==> src/rtl/gg_pkg.sv <==
// gg_pkg: shared constants and types for the gg_vectoring CORDIC vectoring unit.
//   Q_LEN_DEF / N_ITER_DEF : default datapath width and microrotation count
//   GROUP                  : microrotations emitted per output group
//   D_CW / D_CCW / D_SKIP  : direction codes carried on d1..d4
//   state_t                : controller states
package gg_pkg;

  localparam int Q_LEN_DEF  = 12;
  localparam int N_ITER_DEF = 12;
  localparam int GROUP      = 4;

  localparam logic [1:0] D_CW   = 2'd0;
  localparam logic [1:0] D_CCW  = 2'd1;
  localparam logic [1:0] D_SKIP = 2'd2;

  typedef enum logic {IDLE, RUN} state_t;

endpackage

==> src/rtl/gg_vectoring_if.sv <==
// gg_vectoring_if: vector-in / group-out handshake bundle of gg_vectoring.
//   input side : in_valid, in_ready, xi, yi
//   output side: out_valid, out_ready, out_last, iter, d1..d4, neg, nop, xo
//   master = upstream/downstream environment, slave = the vectoring unit.
interface gg_vectoring_if #(
  parameter int Q_LEN = 12
);
  logic                    in_valid;
  logic                    in_ready;
  logic signed [Q_LEN-1:0] xi;
  logic signed [Q_LEN-1:0] yi;
  logic                    out_valid;
  logic                    out_ready;
  logic                    out_last;
  logic [3:0]              iter;
  logic [1:0]              d1;
  logic [1:0]              d2;
  logic [1:0]              d3;
  logic [1:0]              d4;
  logic                    neg;
  logic                    nop;
  logic signed [Q_LEN-1:0] xo;

  modport master (
    output in_valid, xi, yi, out_ready,
    input  in_ready, out_valid, out_last, iter, d1, d2, d3, d4, neg, nop, xo
  );

  modport slave (
    input  in_valid, xi, yi, out_ready,
    output in_ready, out_valid, out_last, iter, d1, d2, d3, d4, neg, nop, xo
  );
endinterface

==> src/rtl/gg_micro_step.sv <==
// gg_micro_step: one combinational CORDIC vectoring microrotation.
//   x, y         : vector entering the step
//   shift        : iteration index i (shift amount)
//   dir          : decision taken (D_CW / D_CCW / D_SKIP)
//   x_nxt, y_nxt : rotated vector, wrap-around Q_LEN arithmetic
module gg_micro_step
  import gg_pkg::*;
#(
  parameter int Q_LEN = Q_LEN_DEF
) (
  input  logic signed [Q_LEN-1:0] x,
  input  logic signed [Q_LEN-1:0] y,
  input  logic [3:0]              shift,
  output logic [1:0]              dir,
  output logic signed [Q_LEN-1:0] x_nxt,
  output logic signed [Q_LEN-1:0] y_nxt
);

  logic signed [Q_LEN-1:0] x_sh;
  logic signed [Q_LEN-1:0] y_sh;

  assign x_sh = x >>> shift;
  assign y_sh = y >>> shift;

  always_comb begin
    dir   = D_SKIP;
    x_nxt = x;
    y_nxt = y;
    if (y == '0) begin
      dir = D_SKIP;
    end else if (y[Q_LEN-1]) begin
      dir   = D_CCW;
      x_nxt = x - y_sh;
      y_nxt = y + x_sh;
    end else begin
      dir   = D_CW;
      x_nxt = x + y_sh;
      y_nxt = y - x_sh;
    end
  end

endmodule

==> src/rtl/gg_vectoring.sv <==
// gg_vectoring: multi-cycle CORDIC vectoring unit. Accepts (xi, yi), drives y
// toward zero and emits the microrotation decisions four at a time.
//   clk, rst_n : clock, asynchronous active-low reset
//   bus        : gg_vectoring_if.slave (vector input, group output handshakes)
//
//   state | meaning
//   IDLE  | in_ready high, waiting to capture a vector
//   RUN   | presenting one group per handshake until out_last is accepted
module gg_vectoring
  import gg_pkg::*;
#(
  parameter int Q_LEN  = Q_LEN_DEF,
  parameter int R_FRAC = 2,
  parameter int N_ITER = N_ITER_DEF
) (
  input  logic           clk,
  input  logic           rst_n,
  gg_vectoring_if.slave  bus
);

  if ((N_ITER % GROUP) != 0 || N_ITER > 16 || N_ITER < GROUP || R_FRAC >= Q_LEN)
  begin : g_bad_param
    $error("gg_vectoring: illegal parameter combination");
  end

  state_t state_q, state_d;

  logic signed [Q_LEN-1:0] x_r, y_r;
  logic [3:0]              iter_r;
  logic                    neg_r, nop_r;

  logic signed [Q_LEN-1:0] xs [GROUP+1];
  logic signed [Q_LEN-1:0] ys [GROUP+1];
  logic [1:0]              dir [GROUP];

  logic                    last;
  logic                    xi_neg;
  logic signed [Q_LEN-1:0] x_in, y_in;

  assign xs[0] = x_r;
  assign ys[0] = y_r;

  for (genvar k = 0; k < GROUP; k++) begin : g_step
    gg_micro_step #(.Q_LEN(Q_LEN)) u_step (
      .x     (xs[k]),
      .y     (ys[k]),
      .shift (iter_r + 4'(k)),
      .dir   (dir[k]),
      .x_nxt (xs[k+1]),
      .y_nxt (ys[k+1])
    );
  end

  // Widened by one bit so that iter_r = 12 with N_ITER = 16 does not wrap.
  assign last = nop_r || (({1'b0, iter_r} + 5'(GROUP)) == 5'(N_ITER));

  // The vector is folded into the right half-plane before rotating; the
  // negation of the most negative code wraps, matching the datapath.
  assign xi_neg = bus.xi[Q_LEN-1];
  assign x_in   = xi_neg ? -bus.xi : bus.xi;
  assign y_in   = xi_neg ? -bus.yi : bus.yi;

  always_ff @(posedge clk or negedge rst_n) begin
    if (!rst_n) state_q <= IDLE;
    else        state_q <= state_d;
  end

  always_comb begin
    state_d       = state_q;
    bus.in_ready  = 1'b0;
    bus.out_valid = 1'b0;
    bus.out_last  = 1'b0;
    bus.iter      = 4'd0;
    bus.d1        = D_SKIP;
    bus.d2        = D_SKIP;
    bus.d3        = D_SKIP;
    bus.d4        = D_SKIP;
    bus.xo        = '0;
    bus.neg       = neg_r;
    bus.nop       = nop_r;
    case (state_q)
      IDLE: begin
        bus.in_ready = 1'b1;
        if (bus.in_valid) state_d = RUN;
      end
      RUN: begin
        bus.out_valid = 1'b1;
        bus.out_last  = last;
        bus.iter      = iter_r;
        bus.d1        = dir[0];
        bus.d2        = dir[1];
        bus.d3        = dir[2];
        bus.d4        = dir[3];
        bus.xo        = xs[GROUP];
        if (bus.out_ready && last) state_d = IDLE;
      end
      default: state_d = IDLE;
    endcase
  end

  always_ff @(posedge clk or negedge rst_n) begin
    if (!rst_n) begin
      x_r    <= '0;
      y_r    <= '0;
      iter_r <= 4'd0;
      neg_r  <= 1'b0;
      nop_r  <= 1'b0;
    end else begin
      case (state_q)
        IDLE: begin
          if (bus.in_valid) begin
            x_r    <= x_in;
            y_r    <= y_in;
            iter_r <= 4'd0;
            neg_r  <= xi_neg;
            nop_r  <= (bus.yi == '0);
          end
        end
        RUN: begin
          if (bus.out_ready) begin
            if (last) begin
              x_r    <= '0;
              y_r    <= '0;
              iter_r <= 4'd0;
              neg_r  <= 1'b0;
              nop_r  <= 1'b0;
            end else begin
              x_r    <= xs[GROUP];
              y_r    <= ys[GROUP];
              iter_r <= iter_r + 4'(GROUP);
            end
          end
        end
        default: ;
      endcase
    end
  end

endmodule

==> src/flat_wrapper.sv <==
// flat-port wrapper written by rule: the top's interface ports become plain ports
module gg_vectoring_flat import gg_pkg::*;
#(
  parameter int Q_LEN  = Q_LEN_DEF,
  parameter int R_FRAC = 2,
  parameter int N_ITER = N_ITER_DEF
)
  (clk, rst_n, bus_in_valid, bus_xi, bus_yi, bus_out_ready, bus_in_ready, bus_out_valid, bus_out_last, bus_iter, bus_d1, bus_d2, bus_d3, bus_d4, bus_neg, bus_nop, bus_xo);
  gg_vectoring_if #(.Q_LEN(Q_LEN)) bus_i ();
  input  logic clk;
  input  logic rst_n;
  input wire logic [$bits(bus_i.in_valid)-1:0] bus_in_valid;
  input wire logic [$bits(bus_i.xi)-1:0] bus_xi;
  input wire logic [$bits(bus_i.yi)-1:0] bus_yi;
  input wire logic [$bits(bus_i.out_ready)-1:0] bus_out_ready;
  output wire logic [$bits(bus_i.in_ready)-1:0] bus_in_ready;
  output wire logic [$bits(bus_i.out_valid)-1:0] bus_out_valid;
  output wire logic [$bits(bus_i.out_last)-1:0] bus_out_last;
  output wire logic [$bits(bus_i.iter)-1:0] bus_iter;
  output wire logic [$bits(bus_i.d1)-1:0] bus_d1;
  output wire logic [$bits(bus_i.d2)-1:0] bus_d2;
  output wire logic [$bits(bus_i.d3)-1:0] bus_d3;
  output wire logic [$bits(bus_i.d4)-1:0] bus_d4;
  output wire logic [$bits(bus_i.neg)-1:0] bus_neg;
  output wire logic [$bits(bus_i.nop)-1:0] bus_nop;
  output wire logic [$bits(bus_i.xo)-1:0] bus_xo;
  assign bus_i.in_valid = bus_in_valid;
  assign bus_i.xi = bus_xi;
  assign bus_i.yi = bus_yi;
  assign bus_i.out_ready = bus_out_ready;
  assign bus_in_ready = bus_i.in_ready;
  assign bus_out_valid = bus_i.out_valid;
  assign bus_out_last = bus_i.out_last;
  assign bus_iter = bus_i.iter;
  assign bus_d1 = bus_i.d1;
  assign bus_d2 = bus_i.d2;
  assign bus_d3 = bus_i.d3;
  assign bus_d4 = bus_i.d4;
  assign bus_neg = bus_i.neg;
  assign bus_nop = bus_i.nop;
  assign bus_xo = bus_i.xo;
  gg_vectoring #(.Q_LEN(Q_LEN), .R_FRAC(R_FRAC), .N_ITER(N_ITER)) u_core (.clk(clk), .rst_n(rst_n), .bus(bus_i));
endmodule
==> config.mk <==
export PLATFORM = sky130hd
export DESIGN_NAME = gg_vectoring_flat
export DESIGN_NICKNAME = d
export VERILOG_FILES = /design/src/rtl/gg_pkg.sv /design/src/rtl/gg_vectoring_if.sv /design/src/rtl/gg_micro_step.sv /design/src/rtl/gg_vectoring.sv /design/src/flat_wrapper.sv
export SDC_FILE = /design/constraint.sdc
export NUM_CORES = 1
export LEC_CHECK = 0
export CORE_MARGIN = 3
export CORE_UTILIZATION = 40
export CTS_CLUSTER_SIZE = 8
export DETAILED_ROUTE_END_ITERATION = 16
export RECOVER_POWER = 25
export SLEW_MARGIN = 10
export SYNTH_ARGS = -nofsm -noshare
export SYNTH_HDL_FRONTEND = slang
export SYNTH_SLANG_ARGS = --single-unit
==> constraint.sdc <==
create_clock -name clk -period 16.8 [get_ports clk]
set_input_delay 4.2 -clock clk [delete_from_list [all_inputs] [get_ports clk]]
set_output_delay 4.2 -clock clk [all_outputs]
set_load 0.02 [all_outputs]
# == Word-level counts from Yosys, hierarchy flattened ==
# Index checks and enable logic that the tools add are counted.
# op_classes
addsub,23
eq_ne,4
shift,8
muxes,56
bitwise_logic,1
n_reduce_logical,9
# ops
operator,n
$mux W12,25
$add A12 B12 Y12,8
$sshr A12 B4 Y12,8
$sub A12 B12 Y12,8
$logic_not A12 Y1,5
$pmux W12 S2,2
$neg A12 Y12,2
$mux W2,8
$mux W4,4
$mux W1,13
$add A4 B2 Y4 const B,2
$pmux W4 S2,1
$ne A2 B2 Y1 const B,3
$pmux W1 S2,3
$add A4 B3 Y5 const B,1
$eq A5 B4 Y1 const B,1
$add A4 B1 Y4 const B,1
$add A4 B3 Y4 const B,1
$reduce_and A3 Y1,1
$reduce_and A2 Y1,1
$logic_and A1 B1 Y1,1
$logic_or A1 B1 Y1,1
$not A1 Y1,1
# word_totals
regBits,31
input_bits,28
out_inout_bits,29
word_cells,107

# == Logic depth before layout (Yosys ltp) ==
# Gate-level depths: netlist of run 1.
# depth
depth_word,19
mapped_depth,82
mapped_depth_nobuf,75

# == Hierarchy ==
# From an unflattened synthesis of run 1, not the netlist that was laid out.
# unflattened
cells_unflattened,1752
hier_area_um2,13462.9
# modules_own_cells
module,instances,cells_each,area_each_um2,seq_area_each_um2
gg_micro_step at u_core.g_step[0].u_step ...,3,380,2864.0,0.0
gg_micro_step at u_core.g_step[3].u_step,1,367,2806.4,0.0
gg_vectoring,1,245,2064.5,725.7

# == Worst setup path after synthesis of run 1 ==
# OpenSTA, ideal clock, no wires.
# synth_timing
path_kind,register to output
start,reg u_core.iter_r[2]
end,out bus_xo[11]
arrival_time_ns,13.943
required_time_ns,12.600
path_slack_ns,-1.343
stages_incl_launch_ff,80
path_buffers,13
path_cell_list,dfrtp_1 buf_6 buf_2 buf_1 buf_4 clkbuf_1 clkbuf_1 buf_1 clkbuf_1 buf_1 mux2i_1 a211oi_1 a21oi_1 a21oi_1 ha_1 or2_1 o311a_1 o41ai_4 [44 not listed] nor2_1 a21oi_1 o21ai_0 ha_1 a21o_1 a21oi_1 nor2_1 nor2_1 nor2b_1 o21ai_0 nand2b_1 a21oi_1 o21bai_1 a21o_1 and3_1 o22ai_2 xnor2_1 nor2_1
# synth_via
elab_chain_len,17
word_cells_on_any_way,42
classes_between,add/sub: 17; shift: 7; mux: 15; reduce/logical: 3
# synth_rtl
element,line_no,text
"start, declared",gg_vectoring.sv:29,logic [3:0] iter_r;
"start signal, assigned",gg_vectoring.sv:130,iter_r <= iter_r + 4'(GROUP);
$sshr A12 B4 Y12,gg_micro_step.sv:22,assign x_sh = x >>> shift;
$sub A12 B12 Y12 or $add A12 B12 Y12 (tied branches),"gg_micro_step.sv:38, gg_micro_step.sv:34",
$mux W12,gg_micro_step.sv:31,end else if (y[Q_LEN-1]) begin
$mux W12,gg_micro_step.sv:29,if (y == '0) begin
$sshr A12 B4 Y12,gg_micro_step.sv:23,assign y_sh = y >>> shift;
$add A12 B12 Y12 or $sub A12 B12 Y12 (tied branches),"gg_micro_step.sv:37, gg_micro_step.sv:33",
$mux W12,gg_micro_step.sv:31,
$mux W12,gg_micro_step.sv:29,
$sshr A12 B4 Y12,gg_micro_step.sv:22,
$sub A12 B12 Y12 or $add A12 B12 Y12 (tied branches),"gg_micro_step.sv:38, gg_micro_step.sv:34",
$mux W12,gg_micro_step.sv:31,
$mux W12,gg_micro_step.sv:29,
$sshr A12 B4 Y12,gg_micro_step.sv:23,
$add A12 B12 Y12 or $sub A12 B12 Y12 (tied branches),"gg_micro_step.sv:37, gg_micro_step.sv:33",
$mux W12,gg_micro_step.sv:31,
$mux W12 (*),gg_micro_step.sv:29,
$mux W12 (*),gg_vectoring.sv:81,case (state_q)
"end, declared",flat_wrapper.sv:26,output wire logic [$bits(bus_i.xo)-1:0] bus_xo;
# Every way passes the cells marked *; elsewhere a longest branch is shown, timed or not.

# == Worst setup path in the final report of run 1 ==
# Same ends and word-level chain as after synthesis.

==> impl_metrics.yaml, run 1 <==
run_status:
  status: "complete, but fails checks"
  violations: "capacitance limit, slew limit"
clock_network:
  hold_buffers: 0
  clkLatencyLatePin_ns: 0.27
  htreeDepth: 2
  clockBufferDepth: 2
  clock_sinks: 29
  root_buffer: "clkbuf_16"
  cts_tree: "yes"
  cts.reportedPaths.clkPinSlew_ns: 0.05
  cts_made_buffers: 5
floorplanning:
  core_area_mm2: 0.0288
  die-area_mm2: 0.0314
  start_util_pct: 40.7
  std_cell_rows: 62
  ios: 57
  fp.dieW_um: 177
  die_y_um: 177
placed_design:
  dpl-instance-area_mm2: 0.0142
  port_buffers: 54
  dp_cells: 2267
  dpl.hpwl_um: 35300
  globalplace.congestion: 0.972
synth:
  synth_area_per_cell_um2: 6.95
  synth_cells: 1688
  ys_seq_area_share_pct: 6.19
  synth_area_leaders: "ha_1, a21oi_1, xnor2_1"
  ys_warn_count: 0
  yosys.area.top_type: "ha_1"
  synth_seq_cells: 29
  syn_area_mm2: 0.0117
  synth_edf_count: 0
  async_reset_ff_share_pct: 100
  ys_types: 121
  synth_top_area_share_pct: 11.1
  ys.flop_type: "dfrtp_1"
job:
  cap_violations: 1
critical_path:
  worst_path_max_delay_cell: "dfrtp_4"
  cp.arrival_ns: 12.36
  worstPathRequired_ns: 12.60
  path_max_fanout: 6
  timing.critical_path.mode_cell: "o21bai_1"
  worst-setup-path-type: "reg2out"
  cp_num_buf_inv: 11
  max_stage_delay_ns: 0.51
  path_delay_family: "compound AO/OA/AOI/OAI gates"
  startpoint_type: "flip-flop"
  endpoint_kind: "output pin"
route:
  drt-initial-drc-count: 1051
  first_pass_iters: 5
  drt_wl_total_um: 45000
  post_drt_wl_per_cell_um: 19.4
  via_count: 14000
  drc: 0
  ant_nets: 0
  post_drt_via_cell_ratio: 6.01
global_route:
  grt_pass1_vias: 13000
  grt_max_degree: 59
  grt_pass1_wl_um: 70200
  antenna_found_initial: 0
  overflow: 0
  track_usage_pct: 27.4
final_layout:
  area_growth_pct: 30.8
  final_cell_count_no_fill: 2320
  final_nets: 2075
  final_area_mm2: 0.0153
  drive_above_1_share_pct: 26.8
  num_antenna_cells: 0
timing:
  min_period_ns: 16.56
  tightest_slew_ns: 1.61
  rsz0062_at_grt: "true"
  fmax_mhz: 60.4
  period_share_pct: 98.6
  drv_slew: 30
  fin_skew_ns: 0.00514
  fin_setup_tns_ns: 0
  final_hold_viol_count: 0
  relSlewSlack_pct: -7.06
  holdWs_ns: 0.564
  finalSetupViolCount: 0
worst_hold_path:
  hp-class: "reg2reg"
through the flow:
stage               setup WS, ns  util, %
global placement         -0.0718     49.4
detailed placement        -0.262     49.4
floorplan                 0.0159        -
global route              -0.494     53.3
finish                     0.236     53.3
CTS                      0.00405     50.6
path summary, 6_finish.rpt:
kind / depth (start not counted) / to / start / slack (ns)
worst max-delay path: 65 / bus_xo[11] / u_core.iter_r[2]$_DFFE_PN0P_ / 0.24
worst min register to register: 2 / u_core.bus.nop$_DFFE_PN0P_ / u_core.bus.nop$_DFFE_PN0P_ / 0.56
worst max register to register: 75 / u_core.y_r[11]$_DFFE_PN0P_ / u_core.iter_r[2]$_DFFE_PN0P_ / 2.85
worst min-delay path: 2 / u_core.bus.nop$_DFFE_PN0P_ / u_core.bus.nop$_DFFE_PN0P_ / 0.56
max in group asynchronous: 2 / u_core.iter_r[2]$_DFFE_PN0P_ / rst_n / 10.79
min in group asynchronous: 2 / u_core.bus.neg$_DFFE_PN0P_ / rst_n / 4.87
registers in the layout, indices dropped and copies added (netlist names):
register        flops
u_core.x_r         12
u_core.y_r         12
u_core.iter_r       2
u_core.bus.neg      1
u_core.bus.nop      1
u_core.state_q      1
routing by layer:
layer,wire length [um],track usage [%],part of all wire [%],vias to the layer above
li1,-,-,-,6673
met1,19300,36.9,43,6570
met2,21100,47.0,47,592
met3,2770,1.46,6.1,116
met4,1800,8.71,4.0,0
met5,0,0,0,-
layout make-up:
cell class | instances | area, um2
Tap cell | 384 | 480
Sequential cell | 29 | 731
Timing Repair Buffer | 340 | 2730
Multi-Input combinational cell | 1466 | 10900
Clock inverter | 1 | 30.0
Clock buffer | 7 | 143
Fill cell | 2695 | 13400
Inverter | 93 | 350
worst register-to-register path: cells and delay by family (launching register included):
family,cells,cell delay [ns]
compound gates,38,6.51
xor+xnor,4,0.63
fa+ha+maj,8,2.21
buf+inv,8,1.03
flops,1,0.46
mux,1,0.56
simple gates,16,2.41
cell usage after synthesis (19+ instances only):
cell / n
nand2b_1: 20
xor2_1: 42
dfrtp_1: 29
clkbuf_1: 54
nor3_1: 46
o21bai_1: 27
nor2_1: 187
nand2_1: 160
or3_1: 21
ha_1: 104
nand3_1: 25
a21o_1: 31
a21oi_1: 159
mux2i_1: 29
o21ai_0: 108
buf_4: 22
inv_1: 86
a211oi_1: 21
o31ai_1: 21
xnor2_1: 87
a31oi_1: 19
and2_1: 33
placed cells by master, fill, tap and decap left out, types with 11 or more instances in the layout:
cell type	Yosys	routed
mux2_2	13	11
o21bai_1	27	27
a21oi_2	2	30
a22oi_1	15	14
o21ai_0	108	83
xor2_1	42	41
clkdlybuf4s50_1	0	45
nor2_2	1	12
inv_1	86	85
buf_4	22	279
or3_1	21	21
a211oi_1	21	19
o31ai_1	21	20
nand3_1	25	24
o22ai_1	17	16
nand2_1	160	155
a21oi_1	159	130
o211ai_1	12	12
dfrtp_1	29	27
and2_1	33	31
xnor2_1	87	84
a31oi_1	19	16
ha_1	104	91
a21o_1	31	31
o21ai_1	5	22
mux2i_1	29	26
nor2_1	187	173
nand2b_1	20	20
nor3_1	46	37
o21a_1	12	12
kinds of logic (layout without fill, tap and decap cells):
kind of cell / count (synthesis) / in the layout / share of synthesized area, %
simple gates: 596 / 596 / 25.4
buf+inv: 194 / 441 / 7.29
mux: 50 / 50 / 5.10
other cells: 1 / 2 / 0.0320
fa+ha+maj: 113 / 113 / 12.5
compound gates: 573 / 573 / 33.4
xor+xnor: 132 / 132 / 10.1
flops: 29 / 29 / 6.19
timing repair:
| item | CTS | global route |
|---|---|---|
| endpoints found under the setup margin | 7 | 13 |
| cloned | 0 | 0 |
| pin swaps | 11 | 122 |
| buffers inserted | 12 | 33 |
| gates resized for setup | 27 | 155 |
Power of run 1 is not shown: default switching activity piles up to over one toggle a cycle in this logic, so the estimate is an artifact.
==> inputs of run 2 (changes only) <==
CORE_UTILIZATION = 50   (was 40)
PLACE_DENSITY = 0.71   (was not set)
==> impl_metrics.yaml, run 2 (synthesis gave the netlist of run 1 again) <==
critical_path:
  r2r_cells: 75
  endpoint_kind: "output pin"
  r2r-start: "u_core.iter_r[2]$_DFFE_PN0P_"
  r2r_end: "u_core.y_r[11]$_DFFE_PN0P_"
  worstPathRequired_ns: 12.60
  cp.arrival_ns: 12.50
  r2r_slack_ns: 2.70
  worst-setup-path-type: "reg2out"
  path_max_fanout: 4
  worst_path_max_delay_cell: "dfrtp_2"
  cp-startpoint: "u_core.iter_r[2]$_DFFE_PN0P_"
  max_stage_delay_ns: 0.45
  startpoint_type: "flip-flop"
timing:
  tightest_slew_ns: 1.52
  relSlewSlack_pct: -1.60
  final_hold_viol_count: 0
  drv_slew: 30
  fmax_mhz: 59.9
  setup_ws_ns: 0.102
  period_share_pct: 99.4
  rsz0062_at_grt: "true"
  fin_skew_ns: 0.00465
  min_period_ns: 16.70
  finalSetupViolCount: 0
clock_network:
  cts.reportedPaths.clkPinSlew_ns: 0.05
  clock_sinks: 29
  hold_buffers: 0
  htreeDepth: 2
  cts_made_buffers: 5
  cts_tree: "yes"
  clkLatencyLatePin_ns: 0.28
  root_buffer: "clkbuf_16"
  clockBufferDepth: 2
floorplanning:
  core_area_mm2: 0.0228
  die-area_mm2: 0.0253
  die_y_um: 159
  ios: 57
  start_util_pct: 51.3
  fp.dieW_um: 159
  std_cell_rows: 55
route:
  drc: 0
  post_drt_wl_per_cell_um: 19.8
  ant_nets: 0
  via_count: 13900
  first_pass_iters: 5
  drt-initial-drc-count: 1332
  post_drt_via_cell_ratio: 6.32
  drt_wl_total_um: 43500
placed_design:
  dp_slack_ns: -0.300
  dpl-instance-area_mm2: 0.0138
  port_buffers: 54
  dpl.hpwl_um: 33400
  globalplace.congestion: 0.945
worst_hold_path:
  worstHoldStart: "u_core.bus.nop$_DFFE_PN0P_"
  hp-class: "reg2reg"
  hold_depth: 2
  holdPathEnd: "u_core.bus.nop$_DFFE_PN0P_"
run_status:
  status: "complete, but fails checks"
  violations: "capacitance limit, slew limit"
final_layout:
  final_nets: 2025
  final_area_mm2: 0.0149
  reg.largest.list: "u_core.x_r x12, u_core.y_r x12, u_core.iter_r x2"
  area_growth_pct: 26.8
  num_antenna_cells: 0
  layout_commonest_cell: "buf_4"
  most-common-layout-cells: "buf_4, nor2_1, nand2_1"
  finish.utilization_pct: 65.0
  drive_above_1_share_pct: 24.8
job:
  cap_violations: 1
global_route:
  grt_pass1_wl_um: 66400
  grt_pass1_vias: 12400
  grt_max_degree: 51
  track_usage_pct: 31.4
  antenna_found_initial: 0
  overflow: 0
==> run 2: cell types whose count changed in the layout (fill, tap and decap cells not counted), sizes merged <==
cell / change
clkinv: +2
bufinv: -1
clkbuf: -2
clkinvlp: +1
dlymetal6s2s: -1
clkdlybuf4s50: +2
buf: -51
==> run 2: final cells by class <==
type / instances / area (um2)
Timing Repair Buffer: 290 / 2340
Clock buffer: 5 / 125
Sequential cell: 29 / 728
Multi-Input combinational cell: 1466 / 10900
Tap cell: 313 / 392
Inverter: 93 / 350
Clock inverter: 3 / 17.5
Fill cell: 2101 / 7990
==> run 2: routing by layer <==
layer  vias to the layer above  wire length [um]  part of all wire, %  global-route usage [%]
met3                       111              3610                  8.3                    2.60
met5                         -                 0                    0                       0
met4                         0              1550                  3.6                    8.79
met2                       675             20000                   46                    51.9
met1                      6526             18300                   42                    44.0
li1                       6587                 -                    -                       -
==> run 2: what timing repair did <==
action	in CTS	in global routing
pin swaps	2	119
endpoints found under the setup margin	7	12
gates cloned	0	0
resized for setup	13	157
setup buffers	4	40
==> run 2: worst max-delay path by stage <==
stage | to | slack [ns]
3_5_place_dp | bus_xo[10] | -0.30
2_1_floorplan | bus_xo[11] | 0.02
5_1_grt | bus_xo[11] | -0.53
6_report | bus_xo[11] | 0.10
3_3_place_gp | bus_xo[11] | -0.14
4_1_cts | bus_xo[11] | 0.002
==> run 2: metrics by stage <==
stage,hold slack [ns],instances,TNS (ns)
floorplan,0.494,1689,0
detailed placement,0.545,2147,-0.870
global route,0.619,2199,-2.56
CTS,0.577,2159,0
finish,0.584,2199,0
global placement,0.539,2147,-0.348
==> run 2: critical path: cells and delay by family, from the launching register on <==
kind                     cells  cell delay, ns
flip-flops                   1            0.45
buffers and inverters        6            0.75
AO/OA/AOI/OAI               34            5.64
multiplexers                 1            0.30
adder cells (fa/ha/maj)      5            1.55
AND/OR/NAND/NOR             22            3.23
XOR/XNOR                     2            0.31
Power of run 2 is left out for the same reason.
==> inputs of run 3 (changes only) <==
CORE_ASPECT_RATIO = 1.2   (was not set)
CORE_MARGIN = 2   (was 3)
PLACE_DENSITY = 0.68   (was 0.71)
clock period = 17.3 ns   (was 16.8 ns; I/O delays follow)
==> impl_metrics.yaml, run 3 (synthesis gave the netlist of run 1 again) <==
final_layout:
  layout_commonest_cell: "buf_4"
  final_nets: 2004
  reg.largest.list: "u_core.x_r x12, u_core.y_r x12, u_core.iter_r x2"
  num_antenna_cells: 0
  final_cell_count_no_fill: 2180
  area_growth_pct: 25.2
  drive_above_1_share_pct: 23.4
  fillers: 2059
  most-common-layout-cells: "buf_4, nor2_1, nand2_1"
job:
  cap_violations: 1
global_route:
  overflow: 0
  top_usage_layer: "met2"
  track_usage_pct: 33.6
  use_met1_pct: 42.6
  grt_max_degree: 56
  antenna_found_initial: 0
  grt_pass1_vias: 12600
  grt_util_met2_pct: 56.7
  grt_use_met3_pct: 2.62
  grt_pass1_wl_um: 66100
timing:
  fmax_mhz: 59.2
  relSlewSlack_pct: -2.80
  tightest_slew_ns: 1.54
  holdWs_ns: 0.580
  fin_skew_ns: 0.00234
  finalSetupViolCount: 0
  rsz0062_at_grt: "true"
  drv_slew: 30
  min_period_ns: 16.89
  period_share_pct: 97.6
  final_hold_viol_count: 0
clock_network:
  cts_made_buffers: 5
  cts_tree: "yes"
  cts.reportedPaths.clkPinSlew_ns: 0.05
  htreeDepth: 2
  root_buffer: "clkbuf_16"
  clockBufferDepth: 2
  clock_sinks: 29
  clkLatencyLatePin_ns: 0.27
critical_path:
  path_max_fanout: 7
  worstPathRequired_ns: 12.98
  worst_path_max_delay_cell: "clkdlybuf4s50_1"
  max_stage_delay_ns: 0.61
  endpoint_kind: "output pin"
  worst-setup-path-type: "reg2out"
  timing.critical_path.mode_cell: "a21oi_2"
  cp.arrival_ns: 12.56
  startpoint_type: "flip-flop"
route:
  post_drt_via_cell_ratio: 6.29
  ant_nets: 0
  first_pass_iters: 5
  via_count: 13700
  drc: 0
  drt-initial-drc-count: 1182
  post_drt_wl_per_cell_um: 20.0
  drt_wl_total_um: 43600
floorplanning:
  std_cell_rows: 61
  start_util_pct: 50.7
  die-area_mm2: 0.0247
  die_y_um: 172
  core_area_mm2: 0.0231
  fp.dieW_um: 144
  ios: 57
placed_design:
  dp_cells: 2129
  dpl.hpwl_um: 33300
  port_buffers: 54
  globalplace.congestion: 0.973
run_status:
  status: "complete, but fails checks"
  violations: "capacitance limit, slew limit"
worst_hold_path:
  hp-class: "reg2reg"
-- run 3: cell count changes in the layout (fill, tap and decap cells not counted), sizes merged --
cell,change
buf,-22
clkinvlp,-1
clkinv,-1
dlygate4sd2,+1
inv,+1
clkdlybuf4s50,+1
-- run 3: worst paths after layout --
| path | start | end | slack [ns] | cells past startpoint |
|---|---|---|---|---|
| min reg2reg | u_core.bus.neg$_DFFE_PN0P_ | u_core.bus.neg$_DFFE_PN0P_ | 0.58 | 2 |
| max reg2reg | u_core.iter_r[2]$_DFFE_PN0P_ | u_core.y_r[10]$_DFFE_PN0P_ | 2.86 | 77 |
| max | u_core.iter_r[2]$_DFFE_PN0P_ | bus_xo[6] | 0.41 | 64 |
| min in group asynchronous | rst_n | u_core.bus.neg$_DFFE_PN0P_ | 4.97 | 2 |
| min | u_core.bus.neg$_DFFE_PN0P_ | u_core.bus.neg$_DFFE_PN0P_ | 0.58 | 2 |
| max in group asynchronous | rst_n | u_core.iter_r[2]$_DFFE_PN0P_ | 11.32 | 2 |
-- run 3: through the flow --
step	setup slack (ns)	util, %	TNS [ns]	instance area (um2)
3_5_place_dp	-0.0697	58.4	-0.115	13500
4_1_cts	-0.00298	59.2	-0.00298	13700
2_1_floorplan	0.0209	-	0	11800
6_report	0.410	63.5	0	14700
5_1_grt	-0.294	63.5	-1.22	14700
3_3_place_gp	0.134	58.4	0	13500
-- run 3: layout make-up --
type / instances / area [um2] / share of cell area [%]
Clock inverter: 2 / 10.0 / 0.0682
Sequential cell: 29 / 728 / 4.96
Multi-Input combinational cell: 1466 / 10900 / 74.1
Tap cell: 315 / 394 / 2.69
Clock buffer: 6 / 129 / 0.878
Inverter: 93 / 349 / 2.38
Timing Repair Buffer: 269 / 2190 / 14.9
-- run 3: routing by layer --
metal,vias up,wire length (um)
li1,6528,-
met4,0,3020
met5,-,0
met2,598,20200
met1,6406,17800
met3,181,2650
-- run 3: what timing repair did --
item / in CTS / in global routing
resized for setup: 15 / 172
pin swaps: 0 / 121
buffers inserted: 0 / 45
hold buffers: 0 / 0
setup endpoints to repair: 6 / 12
-- run 3: critical path, delay by kind of cell, from the launching register on --
kind            cells  cell delay (ns)
mux                 2             0.64
compound gates     32             5.17
simple gates       13             2.17
buf+inv             8             1.54
xor+xnor            3             0.44
fa+ha+maj           6             1.84
flops               1             0.46
Power of run 3 is left out for the same reason.
